[config.mk]
export PLATFORM = sky130hd
export DESIGN_NAME = bcd_serial_converter
export DESIGN_NICKNAME = d
export VERILOG_FILES = /design/src/rtl/bcd_serial_converter.sv
export SDC_FILE = /design/constraint.sdc
export NUM_CORES = 1
export LEC_CHECK = 0
export CAP_MARGIN = 10
export CORE_AREA = 8 8 78 86
export DETAILED_ROUTE_END_ITERATION = 7
export DIE_AREA = 0 0 86 94
export SLEW_MARGIN = 5
export SYNTH_ARGS = -nofsm -noshare
export SYNTH_HDL_FRONTEND = slang
export SYNTH_SLANG_ARGS = --single-unit
[constraint.sdc]
create_clock -name clk -period 2.2 [get_ports clk]
set_clock_uncertainty 0.2 [all_clocks]
set_input_delay 0.22 -clock clk [delete_from_list [all_inputs] [get_ports clk]]
set_output_delay 0.22 -clock clk [all_outputs]
set_load 0.05 [all_outputs]
[src/rtl/bcd_serial_converter.sv]
// Iterative double-dabble binary-to-packed-BCD converter with a start/busy/done handshake.
// Optional `BCD_LEADING_BLANK_EN adds a registered leading-zero blanking mask.
module bcd_serial_converter #(
    parameter int WIDTH  = 8,
    parameter int DIGITS = 3
) (
    input  logic                  clk,
    input  logic                  rst,
    input  logic                  start,
    input  logic [WIDTH-1:0]      bin,
    output logic                  busy,
    output logic                  done,
    output logic [4*DIGITS-1:0]   bcd
`ifdef BCD_LEADING_BLANK_EN
    ,
    output logic [DIGITS-1:0]     blank
`endif
);

    localparam int BCD_W = 4 * DIGITS;
    localparam int CNT_W = $clog2(WIDTH + 1);

    typedef enum logic [1:0] {
        S_IDLE,
        S_SHIFT,
        S_DONE
    } state_t;

    state_t               state_q;
    state_t               state_d;
    logic                 load;
    logic                 shift_en;
    logic                 commit;
    logic [WIDTH-1:0]     shift_q;
    logic [BCD_W-1:0]     scratch_q;
    logic [BCD_W-1:0]     scratch_adj;
    logic [CNT_W-1:0]     count_q;

    function automatic logic [3:0] add3(input logic [3:0] d);
        return (d >= 4'd5) ? d + 4'd3 : d;
    endfunction

    always_ff @(posedge clk or posedge rst) begin
        if (rst) begin
            state_q <= S_IDLE;
        end else begin
            state_q <= state_d;
        end
    end

    always_comb begin
        state_d  = state_q;
        load     = 1'b0;
        shift_en = 1'b0;
        commit   = 1'b0;
        busy     = (state_q != S_IDLE);
        case (state_q)
            S_IDLE: begin
                if (start) begin
                    load    = 1'b1;
                    state_d = S_SHIFT;
                end
            end
            S_SHIFT: begin
                shift_en = 1'b1;
                if (count_q == CNT_W'(1)) begin
                    state_d = S_DONE;
                end
            end
            S_DONE: begin
                commit  = 1'b1;
                state_d = S_IDLE;
            end
            default: state_d = S_IDLE;
        endcase
    end

    // One add-3 corrector per digit; digits never carry into each other.
    for (genvar g = 0; g < DIGITS; g++) begin : g_digit
        assign scratch_adj[4*g +: 4] = add3(scratch_q[4*g +: 4]);
    end

    always_ff @(posedge clk or posedge rst) begin
        if (rst) begin
            shift_q   <= '0;
            scratch_q <= '0;
            count_q   <= '0;
            bcd       <= '0;
            done      <= 1'b0;
        end else begin
            done <= commit;
            if (load) begin
                shift_q   <= bin;
                scratch_q <= '0;
                count_q   <= CNT_W'(WIDTH);
            end else if (shift_en) begin
                scratch_q <= {scratch_adj[BCD_W-2:0], shift_q[WIDTH-1]};
                shift_q   <= {shift_q[WIDTH-2:0], 1'b0};
                count_q   <= count_q - CNT_W'(1);
            end
            if (commit) begin
                bcd <= scratch_q;
            end
        end
    end

`ifdef BCD_LEADING_BLANK_EN
    localparam logic [DIGITS-1:0] BLANK_RST = {DIGITS{1'b1}} << 1;

    // Bit i is set when digit i and every digit above it are zero; the ones digit always shows.
    function automatic logic [DIGITS-1:0] lead_blank(input logic [BCD_W-1:0] v);
        logic [DIGITS-1:0] b;
        logic              hz;
        b  = '0;
        hz = 1'b1;
        for (int i = DIGITS - 1; i >= 0; i--) begin
            hz   = hz & (v[4*i +: 4] == 4'd0);
            b[i] = (i == 0) ? 1'b0 : hz;
        end
        return b;
    endfunction

    always_ff @(posedge clk or posedge rst) begin
        if (rst) begin
            blank <= BLANK_RST;
        end else if (commit) begin
            blank <= lead_blank(scratch_q);
        end
    end
`endif

endmodule

==> run_results.csv <==
group,metric,value,unit
floorplan,die_height,94,um
clocking,htreeDepth,2,
placed_design,dp.cells,267,
clocking,ctsRootBufferMaster,"clkbuf_8",
timing,max_freq,532,MHz
clocking,cts_tree,"done",
global_routing,grt_overflow,0,
timing,max_slew_margin,62.1,%
timing,fin_crit_sh,85.4,%
clocking,postCtsHoldBufs,0,
timing,slew_violations,0,
placed_design,dp_slack,0.357,ns
setup_path,critical_path.max_fanout,2,
yosys,seq_area_frac_synth,54.6,%
global_routing,grt_max_degree,40,
run_status,outcome,"finished clean",
timing,layout_setup_ws,0.321,ns
yosys,synthesis.area,1790,sq um
setup_path,end_kind,"output port",
global_routing,grt_antenna_before_repair,0,
routing,postRouteAntennaNets,0,
worst_hold_path,hold_class,"in -> async",
power,p_comb_share,46.7,%
routing,drc,0,
yosys,synthesis.nets,189,
timing,rsz0062_at_grt,"false",
floorplan,start_util,33.8,%
power,power.density,1470,nW/um^2
floorplan,rows,28,
yosys,yosysTopAreaCellShare,54.6,%
floorplan,coreArea,5290,sq um
clocking,cts_made_buffers,5,
finish,layoutNonFillerInstCount,275,
clocking,cts_sinks,39,
setup_path,path_cells,"clkdlybuf4s50_1",
floorplan,dieArea,8080,sq um
power,p_sw_share,41.3,%
yosys,yosys_warnings,0,
finish,final_util,41.9,%
finish,drive_gt1_share,10.5,%
power,intPower,1.91,mW
yosys,synthCells,170,
timing,tns,0,ns
setup_path,critPathTopFamily,"buffers and inverters",
setup_path,crit_type,"reg -> out",
setup_path,start_kind,"flop",
setup_path,crit_buf_inv,1,
setup_path,crit_slowest_cell,"clkdlybuf4s50_1",
clocking,clk_latency,0.29,ns
routing,post_drt_wl_per_cell,11.7,um
timing,tightest_slew,0.569,ns
clocking,clk_path_buf_depth,2,
timing,hold_viol,0,
clocking,clkSlewWorstSetupHoldPaths,0.08,ns
power,power,3.26,mW
power,irDropWorstVdd,0.000482,V
routing,vias_per_cell,4.57,
routing,drt_pass1_iterations,4,
routing,vias,1256,
timing,layout_min_cycle_time,1.88,ns
power,p_leak,1.04,nW
placed_design,dp_hpwl,2200,um
finish,final_cell_area,2220,sq um
placed_design,port_buffers,24,
finish,fin_nets,218,
flow_run,maxCapViolCount,0,
floorplan,ios,25,
setup_path,max_stage_delay,0.81,ns
finish,antenna_cells,0,
timing,whs,0.136,ns
power,clkPwrFrac,16.1,%
clocking,post_cts_buffers,0,
yosys,avgSynthCellArea,10.5,sq um
routing,drtIter0Drc,36,
global_routing,first_global_vias,1276,
setup_path,cp_data_required_time,1.78,ns
placed_design,dpl_cell_area,2110,sq um
setup_path,crit_start,"bcd[0]$_DFFE_PP0P_",
timing,setup_violations,0,
yosys,synth_cell_types,29,
yosys,ys_ff_latch,39,
floorplan,die_x,86,um
placed_design,finalWeightedCongestion,0.710,
global_routing,grt_usage,9.06,%
global_routing,grt_first_pass_wirelength,5640,um
yosys,synth_area_leaders,"dfrtp_1, nand2_1, ha_1, o21ai_0, mux2_2",
power,power_frac_seq,37.2,%
finish,area_delta_synth_final,24.1,%
power,p_switching,1.34,mW
yosys,synth_top_cell_by_area,"dfrtp_1",
setup_path,reg2reg_from,"scratch_q[5]$_DFFE_PP0P_",
setup_path,critPathArrivalTime,1.46,ns
routing,routed_wl,3230,um
logic make-up after synthesis:
family / synth area share, %
xor+xnor: 2.94
flops: 54.6
fa+ha+maj: 5.60
buf+inv: 4.55
mux: 5.46
simple gates: 14.6
compound gates: 12.2
repair_timing:
item                                   4_1_cts  5_1_grt
setup endpoints to repair                    0        1
endpoints found under the hold margin        0        0
resized for setup                            0        1
area by class of cell:
class	count	area [sq um]
Tap cell	75	93.8
Inverter	10	37.5
Clock buffer	8	100
Multi-Input combinational cell	114	729
Fill cell	529	3070
Sequential cell	39	976
Timing Repair Buffer	29	280
path summary, 6_finish.rpt:
kind,cells past startpoint,to,slack [ns]
max in group asynchronous,3,bcd[2]$_DFFE_PP0P_,1.32
min in group clk,2,bcd[5]$_DFFE_PP0P_,0.28
setup / recovery,1,bcd[0],0.32
hold reg to reg,2,bcd[5]$_DFFE_PP0P_,0.28
setup reg to reg,6,scratch_q[6]$_DFFE_PP0P_,0.50
hold / removal,3,shift_q[3]$_DFFE_PP0P_,0.14
placed cells by master (no fill, tap or decap):
cell | Yosys | layout
nor3_1 | 2 | 2
o21ai_0 | 15 | 15
nand2_1 | 34 | 34
dfrtp_1 | 39 | 39
clkbuf_1 | 0 | 1
mux2_2 | 6 | 6
a21o_1 | 1 | 1
dlymetal6s2s_1 | 0 | 1
a22oi_1 | 7 | 7
nor4_1 | 1 | 1
or2_2 | 1 | 1
xor2_1 | 2 | 2
nor3b_4 | 1 | 1
clkbuf_8 | 0 | 7
o31ai_1 | 2 | 2
xnor2_1 | 4 | 4
a22o_1 | 3 | 3
mux2i_1 | 3 | 3
nor2_4 | 1 | 1
o21ai_1 | 2 | 2
a21oi_1 | 5 | 5
nor3b_1 | 1 | 1
nor2_1 | 4 | 4
nand3_1 | 3 | 3
inv_1 | 10 | 10
o22ai_1 | 1 | 1
nor2b_1 | 1 | 1
buf_4 | 1 | 5
nand2b_1 | 6 | 6
ha_1 | 8 | 8
clkdlybuf4s50_1 | 0 | 23
synthesized netlist by cell type (all sizes together):
cell type	number
a21o	1
a21oi	5
a22o	3
a22oi	7
buf	7
dfrtp	39
ha	8
inv	10
mux2	6
mux2i	3
nand2	34
nand2b	6
nand3	3
nor2	5
nor2b	1
nor3	2
nor3b	2
nor4	1
o21ai	17
o22ai	1
o31ai	2
or2	1
xnor2	4
xor2	2
registers in the layout, indices dropped and copies added, names as in the netlist:
| signal | cells |
|---|---|
| scratch_q | 12 |
| shift_q | 8 |
| done | 1 |
| state_q | 2 |
| bcd | 12 |
| count_q | 4 |
power by group through the flow:
stage                     logic (mW)  clock network (mW)  registers, mW
after floorplan                0.927                   0           1.45
after global placement          1.53                   0           1.22
after detailed placement        1.55                   0           1.23
final                           1.52               0.524           1.21
after CTS                       1.55               0.553           1.21
after global routing            1.71               0.574           1.26
per-layer routing:
layer / share of wire, % / GRT usage [%]
met1: 46 / 9.61
met2: 45 / 15.0
met3: 6.6 / 3.76
met4: 2.0 / 4.82
met5: 0 / 0
Power figures use the tool's default switching activity.
